$ cat config.mk
export PLATFORM = sky130hd
export DESIGN_NAME = n64_ctrl_responder
export DESIGN_NICKNAME = d
export VERILOG_FILES = /design/src/rtl/n64_ctrl_responder.sv
export SDC_FILE = /design/constraint.sdc
export NUM_CORES = 1
export LEC_CHECK = 0
export CORE_MARGIN = 2
export CORE_UTILIZATION = 57
export DETAILED_ROUTE_END_ITERATION = 12
export HOLD_SLACK_MARGIN = 0.08
export PLACE_DENSITY = 0.78
export SYNTH_ARGS = -nofsm -noshare
export SYNTH_HDL_FRONTEND = slang
export SYNTH_SLANG_ARGS = --single-unit
$ cat constraint.sdc
create_clock -name CTRL_CLK -period 3.5 [get_ports CTRL_CLK]
set_input_delay 0.35 -clock CTRL_CLK [delete_from_list [all_inputs] [get_ports CTRL_CLK]]
set_output_delay 0.35 -clock CTRL_CLK [all_outputs]
set_load 0.02 [all_outputs]
$ cat src/rtl/n64_ctrl_responder.sv
// n64_ctrl_responder: device-side Joybus responder that emulates a standard N64 controller.
// Decodes console command bytes on CTRL and answers info/poll requests through an open-drain pull-down.
module n64_ctrl_responder #(
    parameter int         CLKS_PER_US  = 4,
    parameter int         IDLE_CYC     = 255,
    parameter int         REPLY_GAP_US = 2,
    parameter logic [7:0] STATUS_BYTE  = 8'h02
) (
    input  logic        CTRL_CLK,
    input  logic        CTRL_RST,
    input  logic        CTRL_i,
    output logic        CTRL_oe_o,
    input  logic        enable_i,
    input  logic [31:0] ctrl_data_i,
    output logic        busy_o,
    output logic        poll_o,
    output logic [7:0]  cmd_o,
    output logic        cmd_err_o
);

    localparam int GAP_CYC  = REPLY_GAP_US * CLKS_PER_US;
    localparam int BIT_CYC  = 4 * CLKS_PER_US;
    localparam int STOP_CYC = 2 * CLKS_PER_US;
    localparam int STOP_MAX = 3 * CLKS_PER_US;

    typedef enum logic [2:0] {
        ST_WAIT_IDLE,
        ST_CMD_RD,
        ST_CMD_STOP,
        ST_GAP,
        ST_TX,
        ST_TX_STOP
    } state_t;

    state_t      state, state_d;
    logic [2:0]  hist;
    logic        fall, rise;
    logic [7:0]  cnt, cnt_d;
    logic [7:0]  low_cnt, low_cnt_d;
    logic [7:0]  cmd_sr, cmd_sr_d;
    logic [3:0]  bit_cnt, bit_cnt_d;
    logic [7:0]  tmr, tmr_d;
    logic [31:0] tx_sr, tx_sr_d;
    logic [5:0]  tx_left, tx_left_d;
    logic        oe_d, busy_d, poll_d, cmd_err_d;
    logic [7:0]  cmd_d;

    // Poll words go out bit 0 first; the shifter always sends its MSB, so reverse on load.
    function automatic logic [31:0] bit_reverse(input logic [31:0] v);
        logic [31:0] r;
        for (int i = 0; i < 32; i++) r[i] = v[31-i];
        return r;
    endfunction

    assign fall = hist[2] & ~hist[1];
    assign rise = ~hist[2] & hist[1];

    // NOTE: every variable gets a default before the case so no path leaves it unassigned (no latches).
    always_comb begin
        state_d   = state;
        low_cnt_d = low_cnt;
        cmd_sr_d  = cmd_sr;
        bit_cnt_d = bit_cnt;
        tmr_d     = tmr;
        tx_sr_d   = tx_sr;
        tx_left_d = tx_left;
        busy_d    = busy_o;
        poll_d    = 1'b0;
        cmd_err_d = 1'b0;
        cmd_d     = cmd_o;
        if (fall || rise)      cnt_d = '0;
        else if (cnt != 8'hFF) cnt_d = cnt + 8'd1;
        else                   cnt_d = cnt;

        unique case (state)
            ST_WAIT_IDLE: begin
                if (fall && cnt >= 8'(IDLE_CYC) && enable_i) begin
                    state_d   = ST_CMD_RD;
                    cmd_sr_d  = '0;
                    bit_cnt_d = '0;
                end
            end
            ST_CMD_RD: begin
                if (!enable_i) begin
                    state_d = ST_WAIT_IDLE;
                end else if (cnt == 8'hFF) begin
                    cmd_err_d = 1'b1;
                    state_d   = ST_WAIT_IDLE;
                end else if (rise) begin
                    low_cnt_d = cnt;
                end else if (fall) begin
                    cmd_sr_d  = {cmd_sr[6:0], (low_cnt < cnt)};
                    bit_cnt_d = bit_cnt + 4'd1;
                    if (bit_cnt == 4'd7) state_d = ST_CMD_STOP;
                end
            end
            ST_CMD_STOP: begin
                if (!enable_i) begin
                    state_d = ST_WAIT_IDLE;
                end else if (cnt > 8'(STOP_MAX)) begin
                    cmd_err_d = 1'b1;
                    state_d   = ST_WAIT_IDLE;
                end else if (rise) begin
                    cmd_d = cmd_sr;
                    tmr_d = '0;
                    case (cmd_sr)
                        8'h00, 8'hFF: begin
                            tx_sr_d   = {8'h05, 8'h00, STATUS_BYTE, 8'h00};
                            tx_left_d = 6'd24;
                            busy_d    = 1'b1;
                            state_d   = ST_GAP;
                        end
                        8'h01: begin
                            tx_sr_d   = bit_reverse(ctrl_data_i);
                            tx_left_d = 6'd32;
                            busy_d    = 1'b1;
                            poll_d    = 1'b1;
                            state_d   = ST_GAP;
                        end
                        default: begin
                            cmd_err_d = 1'b1;
                            state_d   = ST_WAIT_IDLE;
                        end
                    endcase
                end
            end
            ST_GAP, ST_TX, ST_TX_STOP: begin
                if (!enable_i) begin
                    busy_d  = 1'b0;
                    state_d = ST_WAIT_IDLE;
                end else if (state == ST_GAP) begin
                    if (tmr == 8'(GAP_CYC - 1)) begin
                        tmr_d   = '0;
                        state_d = ST_TX;
                    end else begin
                        tmr_d = tmr + 8'd1;
                    end
                end else if (state == ST_TX) begin
                    if (tmr == 8'(BIT_CYC - 1)) begin
                        tmr_d     = '0;
                        tx_sr_d   = {tx_sr[30:0], 1'b0};
                        tx_left_d = tx_left - 6'd1;
                        if (tx_left == 6'd1) state_d = ST_TX_STOP;
                    end else begin
                        tmr_d = tmr + 8'd1;
                    end
                end else begin
                    if (tmr == 8'(STOP_CYC - 1)) begin
                        busy_d  = 1'b0;
                        cnt_d   = '0;
                        state_d = ST_WAIT_IDLE;
                    end else begin
                        tmr_d = tmr + 8'd1;
                    end
                end
            end
            default: state_d = ST_WAIT_IDLE;
        endcase

        // Drive is derived from the next state so the registered pad enable lines up with it exactly.
        oe_d = 1'b0;
        if (state_d == ST_TX_STOP)
            oe_d = 1'b1;
        else if (state_d == ST_TX)
            oe_d = tmr_d < (tx_sr_d[31] ? 8'(CLKS_PER_US) : 8'(3 * CLKS_PER_US));
    end

    // NOTE: sequential state uses non-blocking assignments so all registers update from pre-edge values.
    always_ff @(posedge CTRL_CLK) begin
        if (CTRL_RST) begin
            state     <= ST_WAIT_IDLE;
            hist      <= 3'b111;   // idle-high line, so leaving reset never looks like a falling edge
            cnt       <= '0;
            low_cnt   <= '0;
            cmd_sr    <= '0;
            bit_cnt   <= '0;
            tmr       <= '0;
            tx_sr     <= '0;
            tx_left   <= '0;
            CTRL_oe_o <= 1'b0;
            busy_o    <= 1'b0;
            poll_o    <= 1'b0;
            cmd_o     <= 8'h00;
            cmd_err_o <= 1'b0;
        end else begin
            state     <= state_d;
            hist      <= {hist[1:0], CTRL_i};
            cnt       <= cnt_d;
            low_cnt   <= low_cnt_d;
            cmd_sr    <= cmd_sr_d;
            bit_cnt   <= bit_cnt_d;
            tmr       <= tmr_d;
            tx_sr     <= tx_sr_d;
            tx_left   <= tx_left_d;
            CTRL_oe_o <= oe_d;
            busy_o    <= busy_d;
            poll_o    <= poll_d;
            cmd_o     <= cmd_d;
            cmd_err_o <= cmd_err_d;
        end
    end

endmodule

==> impl_metrics.ini, run 1 <==
[status]
status = complete, no violations

[logic_synthesis]
synth_nets = 609
netlist_top_cells_area = dfxtp_1 39%, nand3_1 5.5%, a22oi_1 5.1%, a21oi_2 4.8%, a21oi_1 4.7%
yosysTopAreaCellShare_pct = 38.8
main_combinational_cell_family_by_area_after_synthesis = compound AO/OA/AOI/OAI gates
syn-cell-area_um2 = 4750
post_synth_xor_area_fraction_pct = 1.11
synth_area_leader = dfxtp_1
synth-simple-area-share_pct = 23.5
synth-edff-count = 0
synth-adder-area-share_pct = 4.22
synth_warnings = 0
synth_cells = 557
synth_seq_cells = 92
synth_ff_type = dfxtp_1
synth_compound_gate_area_share_pct = 24.3
muxShareOfSynthArea_pct = 1.90
async_reset_ff_share_pct = 0
synth.lib_cells_used.distinct = 61
yosysSeqAreaShare_pct = 38.8
synthesis.area_per_instance_um2 = 8.52

[critical_path]
worst_path_most_repeated_cell = nand3_1
critPathSlowestCell = dfxtp_1
critical_path_required_ns = 3.80
setup.reg_to_reg.worst_slack_ns = 0.46
cp_max_fo = 16
timing.critical_path.cells = nor2b_1, nand2_1, or4_4, nand3_1, nand3_1, ha_1, o2111a_1, a2111o_1, a211oi_1
critical_path_arrival_ns = 3.34
timing.critical_path.from_type = flip-flop
rr_startpoint = state[2]$_SDFF_PP0_
setup_crit_path_kind = reg -> reg
worst-path-buf-inv = 0
worstSetupEndpointType = flip-flop
cp_top_family = simple AND/OR/NAND/NOR gates
slowest_delay_ns = 0.60
timing.critical_path.from = state[2]$_SDFF_PP0_

[placed_design]
post-dp-hpwl_mm = 7.33
io_buffers = 47
gp_congestion = 0.894
post_place_cells = 681

[clock_tree]
ctsHoldBuffers = 0
clk_pin_slew_ns = 0.10
clk_root_buffer_cell = clkbuf_8
clock_sink_count = 92
cts.repair.resized = 0
post-cts-setup-buffer-count = 0
cts_tree = yes
cts_inserted_buffers = 9
clock_latency_ns = 0.37
maximum_clock_path_buffer_count = 2
htree_levels = 3

[sta]
min_period_over_period_pct = 86.9
worst-slew-pin-transition_ns = 0.945
hold_viol = 0
slew_headroom_pct = 37.0
setup_viol_count_final = 0
sum_neg_setup_slack_ns = 0
skew_ns = 0.0122
fmaxAchievable_mhz = 329
layout_min_cycle_time_ns = 3.04
final-max-slew-violation-count = 0
unrepaired_setup_endpoints_after_global_routing = false

[finish]
register_area_um2 = 1840
final_layout_size_suffix_gt1_share_pct = 11.8
final_cell_count_no_fill = 697
area_growth_pct = 14.2
layout.cells.most_common_list = 92 x dfxtp_1, 52 x nand3_1, 50 x nand2_1
most_common_cell_after_layout_fill_and_taps_aside = dfxtp_1
n_antenna_cell = 0
multiInputGateArea_um2 = 2620
fillers = 652
number_of_nets_in_the_layout = 639

[die]
core_rows = 33
die_h_um = 95.3
floorplan.initialDensity_pct = 58.4
die-area_um2 = 9080
io_pins = 48
die_width_um = 95.3
design.core.area_um2 = 8130

[hold_path]
min_from = CTRL_RST
timing.hold.worst.class = in -> reg

[global_route]
grt_max_degree = 76
global_route_wire_length_before_repair_mm = 18.3
grt_pass1_vias = 3886
grtUsageTotal_pct = 25.3
grt_remaining_overflow = 0
antenna_found_initial = 0

[detailed_routing]
dr.first_iter.drc_count = 292
drtPass1Iterations = 5
drc_errors = 0
detailroute.via_count = 4328
route.detailed.vias_per_inst = 6.21
wl_mm = 11.0
routed_wirelength_normalized_by_instance_count_um = 15.9
route.antenna.remaining_nets = 0

[run]
max_cap_violations = 0

[power_and_ir_drop]
power_density_nw_per_um2 = 354
post_layout_total_power_mw = 1.92
leakage_power_nw = 1.84
ir_drop_mv = 0.249
registers in the layout (all words and copies together), names as in the netlist:
name / cells
tmr: 8
busy_o: 1
tx_sr: 32
cmd_o: 8
cmd_err_o: 1
cmd_sr: 8
low_cnt: 8
cnt: 8
CTRL_oe_o: 1
tx_left: 6
poll_o: 1
bit_cnt: 4
hist: 3
state: 3
power by group:
group / total (mW) / leakage [nW] / internal, mW / switching, mW
clock: 0.781 / 0.109 / 0.349 / 0.432
sequential: 1.06 / 0.742 / 1.05 / 0.00491
combinational: 0.0855 / 0.991 / 0.0450 / 0.0405
through the flow:
step / utilization [%] / cell area, µm² / setup WS (ns) / hold WS [ns]
after CTS: 66.7 / 5420 / 0.492 / 0.259
after global placement: 64.1 / 5210 / 0.526 / 0.409
final: 66.7 / 5420 / 0.460 / 0.265
after global routing: 66.7 / 5420 / 0.248 / 0.278
after floorplan: - / 4750 / 0.578 / 0.389
after detailed placement: 64.1 / 5210 / 0.488 / 0.408
logic make-up after synthesis:
| group | Yosys count |
|---|---|
| XOR/XNOR | 6 |
| AND/OR/NAND/NOR | 210 |
| multiplexers | 9 |
| flip-flops | 92 |
| adder cells (fa/ha/maj) | 16 |
| buffers and inverters | 58 |
| AO/OA/AOI/OAI | 166 |
layout make-up:
| cell class | instances | share of cell area, % |
|---|---|---|
| clock inverters | 7 | 1.61 |
| inverters | 18 | 1.25 |
| multi-input cells | 407 | 48.2 |
| well taps | 105 | 2.42 |
| clock buffers | 9 | 2.28 |
| repair buffers | 59 | 10.2 |
| flip-flops and latches | 92 | 34.0 |
synthesized netlist by cell type (5+ instances only):
cell       n
inv_1     17
nand2_1   50
nor4_1     9
mux2i_1    9
or2_2      5
a211oi_1   7
nor2_1    34
buf_6      9
clkbuf_1  25
and2_1     5
a22oi_1   32
nand4_1    6
nor3_1    10
dfxtp_1   92
and3_1     5
ha_1      16
o211ai_1   6
nand3_1   52
a21oi_1   45
a21oi_2   26
a31oi_1    5
o21ai_0   16
worst reg2reg max path, cell delays in order, from the launching register on:
cell      delay, ns
dfxtp_1        0.60
nor2b_1        0.38
nand2_1        0.23
or4_4          0.53
nand3_1        0.12
nand3_1        0.10
ha_1           0.30
o2111a_1       0.11
a2111o_1       0.37
a211oi_1       0.22
metal layers:
layer / part of all wire (%) / track usage [%]
met1: 46 / 35.5
met2: 46 / 39.6
met4: 1.1 / 6.88
met3: 6.7 / 5.06
met5: 0 / 0
final timing paths:
check | cells past startpoint | end
setup / recovery | 9 | CTRL_oe_o$_SDFF_PP0_
hold / removal | 3 | hist[2]$_SDFF_PP1_
setup reg to reg | 9 | CTRL_oe_o$_SDFF_PP0_
hold reg to reg | 1 | hist[1]$_SDFF_PP1_
Note: power is estimated with default switching activity, not from simulation.
==> run 2: changes to the inputs <==
GPL_TIMING_DRIVEN = 1   (was default)
==> results of run 2 <==
The final DEF is identical to that of run 1; final timing and power are the same.
